## src/rtl/sub16u_pipe_trunc.sv

```systemverilog
// sub16u_pipe_trunc: two-stage truncated approximate unsigned subtractor.
// Ports: clk/rst, in_valid/in_ready/in_a/in_b, out_valid/out_ready/out_d/out_apx.
module sub16u_pipe_trunc #(
  parameter int WIDTH = 16,
  parameter int TRUNC = 6,
  parameter int SPLIT = 11
) (
  input  logic             clk,
  input  logic             rst,
  input  logic             in_valid,
  output logic             in_ready,
  input  logic [WIDTH-1:0] in_a,
  input  logic [WIDTH-1:0] in_b,
  output logic             out_valid,
  input  logic             out_ready,
  output logic [WIDTH:0]   out_d,
  output logic             out_apx
);

  localparam int LW = SPLIT - TRUNC;
  localparam int HW = WIDTH - SPLIT;

  logic          s1_valid_q, s1_valid_d;
  logic [LW-1:0] s1_lo_q, s1_lo_d;
  logic          s1_b1_q, s1_b1_d;
  logic [HW-1:0] s1_ah_q, s1_ah_d;
  logic [HW-1:0] s1_bh_q, s1_bh_d;
  logic          s1_apx_q, s1_apx_d;

  logic          s2_valid_q, s2_valid_d;
  logic [WIDTH:0] out_d_q, out_d_d;
  logic          out_apx_q, out_apx_d;

  logic adv1, adv2, acc, apx;
  logic [LW:0]    lo_ext;
  logic [HW:0]    hi_ext;
  logic [WIDTH:0] res;

  if (TRUNC > 0) begin : g_apx
    assign apx = |{in_a[TRUNC-1:0], in_b[TRUNC-1:0]};
  end else begin : g_noapx
    assign apx = 1'b0;
  end

  assign adv2     = !s2_valid_q | out_ready;
  assign adv1     = !s1_valid_q | adv2;
  assign in_ready = adv1;
  assign acc      = in_valid & adv1;

  // MSB of the widened difference is the borrow out of each segment.
  assign lo_ext = {1'b0, in_a[SPLIT-1:TRUNC]}
                - {1'b0, in_b[SPLIT-1:TRUNC]};
  assign hi_ext = {1'b0, s1_ah_q} - {1'b0, s1_bh_q}
                - {{HW{1'b0}}, s1_b1_q};

  always_comb begin
    res = '0;
    res[WIDTH:TRUNC] = {hi_ext, s1_lo_q};
  end

  always_comb begin
    s1_valid_d = s1_valid_q;
    s1_lo_d    = s1_lo_q;
    s1_b1_d    = s1_b1_q;
    s1_ah_d    = s1_ah_q;
    s1_bh_d    = s1_bh_q;
    s1_apx_d   = s1_apx_q;
    s2_valid_d = s2_valid_q;
    out_d_d    = out_d_q;
    out_apx_d  = out_apx_q;
    if (adv1) begin
      s1_valid_d = in_valid;
    end
    if (acc) begin
      s1_lo_d  = lo_ext[LW-1:0];
      s1_b1_d  = lo_ext[LW];
      s1_ah_d  = in_a[WIDTH-1:SPLIT];
      s1_bh_d  = in_b[WIDTH-1:SPLIT];
      s1_apx_d = apx;
    end
    if (adv2) begin
      s2_valid_d = s1_valid_q;
      if (s1_valid_q) begin
        out_d_d   = res;
        out_apx_d = s1_apx_q;
      end
    end
  end

  always_ff @(posedge clk) begin
    if (rst) begin
      s1_valid_q <= 1'b0;
      s1_lo_q    <= '0;
      s1_b1_q    <= 1'b0;
      s1_ah_q    <= '0;
      s1_bh_q    <= '0;
      s1_apx_q   <= 1'b0;
      s2_valid_q <= 1'b0;
      out_d_q    <= '0;
      out_apx_q  <= 1'b0;
    end else begin
      s1_valid_q <= s1_valid_d;
      s1_lo_q    <= s1_lo_d;
      s1_b1_q    <= s1_b1_d;
      s1_ah_q    <= s1_ah_d;
      s1_bh_q    <= s1_bh_d;
      s1_apx_q   <= s1_apx_d;
      s2_valid_q <= s2_valid_d;
      out_d_q    <= out_d_d;
      out_apx_q  <= out_apx_d;
    end
  end

  // Suppress any output transfer while reset is held.
  assign out_valid = s2_valid_q & !rst;
  assign out_d     = out_d_q;
  assign out_apx   = out_apx_q;

endmodule

```

## config.mk

```make
export PLATFORM = sky130hd
export DESIGN_NAME = sub16u_pipe_trunc
export DESIGN_NICKNAME = d
export VERILOG_FILES = /design/src/rtl/sub16u_pipe_trunc.sv
export SDC_FILE = /design/constraint.sdc
export NUM_CORES = 1
export LEC_CHECK = 0
export BUFFER_PORTS_ARGS = -buffer_cell sky130_fd_sc_hd__buf_2
export CAP_MARGIN = 30
export CORE_ASPECT_RATIO = 1.4
export CORE_MARGIN = 4
export CORE_UTILIZATION = 49
export DETAILED_ROUTE_END_ITERATION = 6
export GPL_TIMING_DRIVEN = 0
export PLACE_DENSITY = 0.78
export SLEW_MARGIN = 20
export SYNTH_ARGS = -nofsm -noshare
export SYNTH_HDL_FRONTEND = slang
export SYNTH_SLANG_ARGS = --single-unit
```

## constraint.sdc

```tcl
create_clock -name clk -period 2.45 [get_ports clk]
set_clock_uncertainty 0.15 [all_clocks]
set_input_delay 0.1225 -clock clk [delete_from_list [all_inputs] [get_ports clk]]
set_output_delay 0.1225 -clock clk [all_outputs]
set_load 0.05 [all_outputs]
```

# == After elaboration in Yosys (flattened, before gate mapping) ==
# Cells that the tools add are included.
# op_classes
n_reduce_logical,5
bitwise,4
addsub,3
# ops
operator,n
$reduce_or A12 Y1,1
$sub A5 B5 Y6,2
$sub A6 B1 Y6,1
$logic_not A1 Y1,3
$and A1 B1 Y1,2
$or A1 B1 Y1,2
$reduce_and A2 Y1,1
# word_totals
word_cells,21
input_bits,36
reg_bits,31
output_inout_bits,20

# == Depth between registers and ports, before layout ==
# Gate-level depths: netlist (run 1).
# depth
word_depth,4
depth_mapped,8
ltp_nobuf,8

# == Worst setup path before layout (run 1) ==
# Ideal clock, no wire load.
# synth_path
path_type,register to register
start,register s1_b1_q
end,"register out_d_q[14], in the netlist out_d[14]"
n_path_buf,0
stages_incl_launch_ff,8
setup_ns,0.059
t_arrival_ns,1.719
required_time_ns,2.241
path_slack_ns,0.522
synth_period_minus_slack_ns,1.928
path_cell_list,dfxtp_1 > inv_1 > fa_1 > ha_1 > and2_1 > o31a_1 > o31ai_1 > and2_1
# synth_via
elab_chain_cells,1
# synth_rtl
element,line,source
from (decl),25,"logic s1_b1_q, s1_b1_d;"
from (signal assigned),94,s1_b1_q <= 1'b0;
from (signal assigned),104,s1_b1_q <= s1_b1_d;
$sub A6 B1 Y6,54,"- {{HW{1'b0}}, s1_b1_q};"
to (signal assigned),109,out_d_q <= out_d_d;
to (decl),31,"logic [WIDTH:0] out_d_q, out_d_d;"
# No other way between the ends.
# A chain may end at the register's enable or synchronous reset.

# == Worst setup path after layout (run 1) ==
# layout_path
start,register s1_b1_q
end,"register out_d_q[16], in the netlist out_d[16]"
# The elaborated chain is that of the path after synthesis.

==> results.cfg, run 1 <==
[synthesis]
synthTopCellsByArea = dfxtp_1 (38%), nand2_1 (9.8%), ha_1 (8.5%)
synth_area_leader_cell = dfxtp_1
synth_top_cell_area_share_pct = 38.5
syn_inst = 201
synth.avg_cell_area_sq_um = 8.02
ys_warn_count = 0
yosys_register_bits = 31
synth-seq-area-share_pct = 38.5
ys_async_sr_fraction_pct = 0
synthFlopType = dfxtp_1
synth_edf_count = 0
syn_area_sq_mm = 0.00161
synth.distinct_cells = 38

[clocking]
cts_made_buffers = 5
cts.clk_slew.worst_paths_ps = 60
ctsLongestPathBuffers = 2
worstSkewPairLatency_ps = 290
cts_tree = built
postCtsSetupBuffers = 0
htreeDepth = 2
cts.sinks = 31
cts-root-buf = clkbuf_8

[timing]
fin_crit_ps = 2090
hold_viol_final = 0
fin_tns_setup_ps = 0
grt_setup_unrepaired = no
maxSlewViolCount = 0
finalSetupViolations = 0
whs_ps = 14.0
min_period_over_period_pct = 85.2
tightest_slew_ps = 523
fmax_mhz = 479
setup_ws_ps = 364
maxSlewHeadroom_pct = 65.2

[detailed_routing]
drt_pass1_iterations = 4
avgViaCountPerCell = 4.93
routed_wirelength_mm = 3.68
first_iter_violations = 20
via_count = 1549
ant_nets = 0
post-route-drc-count = 0
wl_per_cell_um = 11.7

[worst_setup_path]
arrival_ps = 2130
path_max_fanout = 3
cp_num_buf_inv = 1
critPathLaunchType = flip-flop
r2r_cells = 7
end_kind = flip-flop
crit_required_ps = 2490
slowest_delay_ps = 450
worst_path_dominant_cell_family = adder cells
crit_type = reg2reg
regToRegStartpoint = s1_b1_q
r2r_end = out_d[16]
r2r_slack_ps = 360
crit_slowest_cell = fa_1
crit_chain = inv_1 > fa_1 > ha_1 > and2_1 > nor3_1 > o21ai_0 > a211oi_1

[placement]
dpl.hpwl_mm = 2.80
dp_cells = 294
port_buffers = 49
pre_cts_slack_ps = 378
place.gp.congestion = 0.770
placed_area_sq_mm = 0.00193

[floorplanning]
dieArea_sq_mm = 0.00429
rows = 24
io_pins = 56
coreArea_sq_mm = 0.00315
start_util_pct = 51.2
die_h_um = 75.9
die_x_um = 56.5

[pwr]
power.internal_uw = 913
p_per_area_mw_per_mm2 = 607
combPwrFrac_pct = 23.2
leakage_nw = 1.04
seq_power_share_pct = 42.5
power.share.clock_pct = 34.3
design_power_total_mw = 1.31
power.switching_uw = 392
vdd_drop_max_mv = 0.466
netSwitchingFraction_pct = 30.1

[hold_path]
hold_depth = 3
min_path_type = in2reg
hold_path_end = s2_valid_q
min-delay-start = out_ready

[global_routing]
gr-total-overflow = 0
antenna_found_initial = 0
grt_max_degree = 11
grt_pass1_wl_mm = 6.31
grtUsageTotal_pct = 19.3
grt_pass1_vias = 1556

[finish]
stdcell_area_sq_mm = 0.00215
nNetsFinal = 324
final_cells = 314
layout_common_cells = buf_2 (51), nand2_1 (42), dfxtp_1 (31), a21oi_1 (25), inv_1 (23)
antenna_cells = 0
synthToLayoutAreaGrowth_pct = 33.3
final_common_cell = buf_2
fin_util_pct = 68.2
drive_above_1_share_pct = 25.5

[status]
status = finished, final reports clean

[run]
drv_cap = 0
-- layout make-up --
cell class,instances,area (sq um)
sequential,31,621
clock buffer,7,96.3
tap,39,48.8
clock inverter,1,7.51
buffer,14,85.1
multi-input combinational,138,840
inverter,23,86.3
fill,291,1000
timing repair buffer,61,365
-- routing by layer --
metal  up-vias  global-route usage, %  share of wire [%]  routed length [um]
li1        800                      -                  -                   -
met1       696                   17.8                 37                1370
met2        44                   37.4                 54                2000
met3         9                   5.42                5.1                 188
met4         0                   11.9                3.3                 120
met5         -                      0                  0                   0
-- registers in the layout, summed over array words and instances (netlist names) --
register,flops
s1_valid_q,1
s1_ah_q,5
out_d,11
s1_lo_q,5
s1_b1_q,1
out_apx,1
s1_bh_q,5
s2_valid_q,1
s1_apx_q,1
-- Yosys cell counts, types with 3 or more instances --
master and count:
nand2_1 42, nand3_1 5, buf_4 8, nand2b_1 3
a21oi_1 25, dfxtp_1 31, a211oi_1 4, ha_1 11
inv_1 23, nor4_1 4, o21ai_0 4, fa_1 3
nor2_1 6, clkbuf_1 3
-- how the worst max path moves through the flow --
stage / from / to / slack (ps) / depth (start not counted)
after floorplan: s1_b1_q / out_d[14] / 520 / 7
after global placement: s1_b1_q / out_d[14] / 440 / 7
after detailed placement: s1_b1_q / out_d[16] / 380 / 7
after CTS: s1_b1_q / out_d[16] / 350 / 7
after global routing: s1_b1_q / out_d[16] / 200 / 7
final: s1_b1_q / out_d[16] / 360 / 7
-- power by group through the flow --
stage | Clock [mW] | Combinational (mW) | Sequential [mW]
final | 0.448 | 0.302 | 0.555
after floorplan | 0 | 0.172 | 0.604
after detailed placement | 0 | 0.288 | 0.567
after CTS | 0.457 | 0.303 | 0.556
after global routing | 0.482 | 0.336 | 0.559
after global placement | 0 | 0.282 | 0.565
-- worst register-to-register path, cell delays in order (launching register included) --
cell      delay [ps]
dfxtp_1          310
inv_1             60
fa_1             450
ha_1             280
and2_1           180
nor3_1           200
o21ai_0          130
a211oi_1         230
-- logic make-up after synthesis --
logic type | synth area share [%]
and+or+nand+nor | 20.5
AOI/OAI and AO/OA | 16.8
buffers and inverters | 10.6
DFF | 38.5
adders and majority gates | 12.3
xor gates and xnor gates | 1.09
other | 0.233
-- timing repair --
item,CTS,global route
hold buffers,12,0
gates resized for setup,0,0
hold endpoints to repair,12,0
endpoints found under the setup margin,0,0
No activity file was read; power rests on OpenSTA's default activity.
==> inputs of run 2 (changes only) <==
--- a/config.mk
+++ b/config.mk
@@ -5,6 +5,7 @@
 export SDC_FILE = /design/constraint.sdc
 export NUM_CORES = 1
 export LEC_CHECK = 0
+export ABC_AREA = 1
 export BUFFER_PORTS_ARGS = -buffer_cell sky130_fd_sc_hd__buf_2
 export CAP_MARGIN = 30
 export CORE_ASPECT_RATIO = 1.4
==> run 2 against run 1 <==
Against the previous run:
- worst setup slack better by 150 ps
- non-clock buffer count unchanged
- global-route usage decreased by 1.5 points
- routed wire length fell by 3.1%
- clock-buffer cell count rose by 1
- cell count rose by 4.1%
- design area increased by 1.0%
- largest cell class unchanged
- highest routed layer unchanged
==> results.cfg, run 2 <==
[status]
status = finished, final reports clean

[worst_setup_path]
crit_type = reg2reg
slowest_delay_ps = 460
arrival_ps = 1970
worst_path_dominant_cell_family = adder cells
end_kind = flip-flop
crit_slowest_cell = fa_1
path_max_fanout = 2
cp_num_buf_inv = 2
critPathLaunchType = flip-flop
crit_chain = inv_1 > fa_1 > ha_1 > nand2_1 > nor2_1 > nor2_1 > xor2_1 > nand2_1 > nand2_1 > inv_1
crit_path_frequent_cell = nand2_1
crit_required_ps = 2490

[finish]
layout_common_cells = buf_2 (51), nor2_1 (39), dfxtp_1 (31), inv_1 (29)
stdcell_area_sq_mm = 0.00217
fin_util_pct = 68.9
multi_input_area_sq_um = 797
final_common_cell = buf_2
fillers = 279
drive_above_1_share_pct = 26.7
antenna_cells = 0
largest_reg_flops = 11
nNetsFinal = 337
regArea_sq_um = 621
synthToLayoutAreaGrowth_pct = 33.7

[synthesis]
synth.avg_cell_area_sq_um = 7.62
syn_area_sq_mm = 0.00162
synth_edf_count = 0
synthTopCellsByArea = dfxtp_1 (38%), nor2_1 (9.0%), ha_1 (8.5%)
yosys_register_bits = 31
syn_inst = 213
synth.distinct_cells = 26
synth_area_leader_cell = dfxtp_1
ys_async_sr_fraction_pct = 0
synthFlopType = dfxtp_1
synth_most_common_cell = nor2_1
synth_top_cell_area_share_pct = 38.2
synth_common_cells = nor2_1 (39), dfxtp_1 (31), inv_1 (29)
ys_warn_count = 0
synth-seq-area-share_pct = 38.2

[floorplanning]
die_h_um = 76.1
rows = 24
coreArea_sq_mm = 0.00315
io_pins = 56
die_x_um = 56.7
start_util_pct = 51.5
dieArea_sq_mm = 0.00431

[detailed_routing]
post-route-drc-count = 0
ant_nets = 0
routed_wirelength_mm = 3.57
avgViaCountPerCell = 4.69
via_count = 1534
drt_pass1_iterations = 4
wl_per_cell_um = 10.9
first_iter_violations = 28

[clocking]
htreeDepth = 2
ctsLongestPathBuffers = 2
cts.clk_slew.worst_paths_ps = 60
postCtsSetupBuffers = 0
cts_made_buffers = 5
worstSkewPairLatency_ps = 280
cts.sinks = 31
cts_tree = built
cts-root-buf = clkbuf_8

[run]
drv_cap = 0

[timing]
min_period_over_period_pct = 79.0
whs_ps = 2.31
fin_tns_setup_ps = 0
maxSlewViolCount = 0
fmax_mhz = 517
finalSetupViolations = 0
hold_viol_final = 0
grt_setup_unrepaired = no
fin_crit_ps = 1940

[global_routing]
grtUsageTotal_pct = 17.8
grt_max_degree = 11
antenna_found_initial = 0
grt_pass1_wl_mm = 6.09
grt_pass1_vias = 1441
gr-total-overflow = 0

[pwr]
design_power_total_mw = 1.36
p_per_area_mw_per_mm2 = 627
leakage_nw = 1.14
vdd_drop_max_mv = 0.398

[placement]
placed_area_sq_mm = 0.00193
port_buffers = 48
place.gp.congestion = 0.801
dpl.hpwl_mm = 2.66

[hold_path]
min_path_type = in2reg
==> run 2: cell types whose count changed after synthesis, sizes merged, moves of 4 or more <==
cell / change
o21ai: +20
nand2: -22
nor2: +33
a211oi: -4
inv: +9
a21oi: -7
==> run 2: logic make-up (layout without fill, tap and decap cells) <==
kind of cell             after synthesis  in the layout  share of synthesized area (%)
AO/OA/AOI/OAI                         44             44                           13.9
XOR/XNOR                               3              3                           1.62
adder cells (fa/ha/maj)               14             14                           12.2
buffers and inverters                 45            115                           13.9
flip-flops                            31             31                           38.2
other                                  1              6                          0.231
AND/OR/NAND/NOR                       75             75                           20.0
==> run 2: metrics by stage <==
step	worst slack [ps]	cells
after floorplan	645	218
after global placement	551	305
after detailed placement	509	305
after CTS	499	327
after global routing	375	327
final	514	327
==> run 2: worst paths after layout <==
kind / to / startpoint / slack, ps / depth (start not counted)
max: out_d[14] / s1_b1_q / 510 / 10
min: s2_valid_q / out_ready / 2 / 4
max reg2reg: out_d[14] / s1_b1_q / 510 / 10
min reg2reg: s1_ah_q[4] / s1_ah_q[4] / 310 / 2
==> run 2: area by class of cell <==
cell class	count	area share [%]
tap	39	2.25
multi-input combinational	142	36.7
timing repair buffer	62	17.5
clock buffer	8	4.61
inverter	32	5.53
sequential	31	28.6
buffer	13	4.84
==> run 2: power breakdown <==
group | internal (mW) | leakage, nW | switching [mW]
clock | 0.256 | 0.0515 | 0.184
sequential | 0.544 | 0.257 | 0.0187
combinational | 0.138 | 0.827 | 0.220
total | 0.938 | 1.14 | 0.423
==> run 2: worst register-to-register path, stage by stage, from the launching register on <==
cell and delay (ps):
dfxtp_1 340, inv_1 60, fa_1 460, ha_1 300, nand2_1 50, nor2_1 140
nor2_1 70, xor2_1 140, nand2_1 60, nand2_1 50, inv_1 30
==> run 2: routing by layer <==
metal,track usage (%),vias up,part of all wire [%]
met1,17.9,671,38
met5,0,-,0
met4,10.7,0,2.3
li1,-,816,-
met2,32.4,39,54
met3,3.56,8,6.2
==> run 2: what timing repair did <==
action | 4_1_cts | 5_1_grt
hold endpoints to repair | 13 | 0
hold buffers | 14 | 0
endpoints found under the setup margin | 0 | 0
resized for setup | 0 | 0
==> inputs of run 3 (changes only) <==
==> constraint.sdc (replaced) <==
create_clock -name clk -period 1.8 [get_ports clk]
set_clock_uncertainty 0.15 [all_clocks]
set_input_delay 0.09 -clock clk [delete_from_list [all_inputs] [get_ports clk]]
set_output_delay 0.09 -clock clk [all_outputs]
set_load 0.05 [all_outputs]
==> run 3 against run 2 <==
Against the previous run:
- routed wire length up 2.4%
- critical endpoint unchanged
- die area unchanged
- sequential share of layout area down 0.67 points
- largest cell class unchanged
- the run now ends with setup timing left
==> results.cfg, run 3 (synthesized netlist as in run 2, its figures left out) <==
[pwr]
leakage_nw = 1.14
p_per_area_mw_per_mm2 = 824
design_power_total_mw = 1.84
vdd_drop_max_mv = 0.732

[floorplanning]
io_pins = 56
rows = 24
dieArea_sq_mm = 0.00431
start_util_pct = 51.5
die_h_um = 76.1
die_x_um = 56.7
coreArea_sq_mm = 0.00315

[finish]
fillers = 287
synthToLayoutAreaGrowth_pct = 37.2
largest_reg_flops = 11
layout_common_cells = buf_2 (51), nor2_1 (37), dfxtp_1 (30), inv_1 (27), o21ai_0 (18)
final_common_cell = buf_2
multi_input_area_sq_um = 847
nNetsFinal = 339
regArea_sq_um = 622
stdcell_area_sq_mm = 0.00223
antenna_cells = 0
drive_above_1_share_pct = 31.1

[global_routing]
grt_pass1_vias = 1339
grt_max_degree = 11
gr-total-overflow = 0
antenna_found_initial = 0
grt_pass1_wl_mm = 5.70
grtUsageTotal_pct = 16.6

[timing]
fmax_mhz = 552
fin_crit_ps = 1810
setup_ws_ps = -12.1
maxSlewViolCount = 0
grt_setup_unrepaired = yes
finalSetupViolations = 1
min_period_over_period_pct = 101
hold_viol_final = 0
whs_ps = 21.3

[placement]
placed_area_sq_mm = 0.00193
dpl.hpwl_mm = 2.57
pre_cts_slack_ps = -52.7
place.gp.congestion = 0.801
port_buffers = 48

[clocking]
cts.sinks = 31
htreeDepth = 2
cts.clk_slew.worst_paths_ps = 60
worstSkewPairLatency_ps = 280
cts_made_buffers = 5
cts_tree = built
cts-root-buf = clkbuf_8
ctsLongestPathBuffers = 2

[detailed_routing]
first_iter_violations = 17
avgViaCountPerCell = 4.69
via_count = 1539
wl_per_cell_um = 11.1
routed_wirelength_mm = 3.65
post-route-drc-count = 0
drt_pass1_iterations = 4
ant_nets = 0

[worst_setup_path]
path_max_fanout = 2
crit_required_ps = 1840
crit_type = reg2reg
arrival_ps = 1850
end_kind = flip-flop
critPathLaunchType = flip-flop

[status]
violations = setup timing
status = finished with violations

[hold_path]
min_path_type = in2reg

[run]
drv_cap = 0
-- run 3: area by class of cell --
| type | instances | area share (%) |
|---|---|---|
| multi-input cells | 142 | 38.0 |
| flip-flops and latches | 31 | 27.9 |
| repair buffers | 64 | 17.9 |
| inverters | 32 | 5.39 |
| plain buffers | 13 | 4.72 |
| clock buffers | 6 | 3.71 |
| well taps | 39 | 2.19 |
| clock inverters | 1 | 0.225 |
-- run 3: worst max-delay path: stages (launching register included) --
cell and delay, ps:
dfxtp_2 330, inv_2 40, fa_2 420, ha_4 280, nand2_2 50, nor2_4 120, nor2_2 50, xor2_1 130
nand2_1 60, nand2_1 50, inv_1 30
-- run 3: layer usage --
layer	up-vias	GRT usage [%]	share of wire, %
li1	815	-	-
met2	35	27.2	51
met5	-	0	0
met3	6	5.25	5.3
met1	683	18.6	41
met4	0	9.50	2.1
-- run 3: per-stage QoR --
step | setup TNS [ps] | util (%) | instances
2_1_floorplan | 0 | - | 218
3_3_place_gp | -44.0 | 61.3 | 305
3_5_place_dp | -88.8 | 61.3 | 305
4_1_cts | 0 | 68.9 | 327
5_1_grt | -246 | 70.7 | 328
6_report | -12.1 | 70.7 | 328
-- run 3: where the power goes --
part / switching [mW] / leakage (nW) / total, mW / internal, mW
Clock: 0.243 / 0.0470 / 0.542 / 0.299
Sequential: 0.0263 / 0.257 / 0.768 / 0.741
Combinational: 0.317 / 0.838 / 0.528 / 0.211
Total: 0.586 / 1.14 / 1.84 / 1.25
-- run 3: path summary, 6_finish.rpt --
check                                start  cells past startpoint  slack, ps    endpoint
worst max-delay path               s1_b1_q                     10        -10   out_d[14]
worst min-delay path               in_b[2]                      6         20    s1_apx_q
worst max register to register     s1_b1_q                     10        -10   out_d[14]
worst min register to register  s1_bh_q[0]                      2        310  s1_bh_q[0]
-- run 3: what timing repair did --
item                                    4_1_cts  5_1_grt
resized for setup                             1       11
endpoints found under the setup margin        2        5
buffers inserted                              0        1
endpoints found under the hold margin        15        0
pin swaps                                     2        7
hold buffers                                 15        0
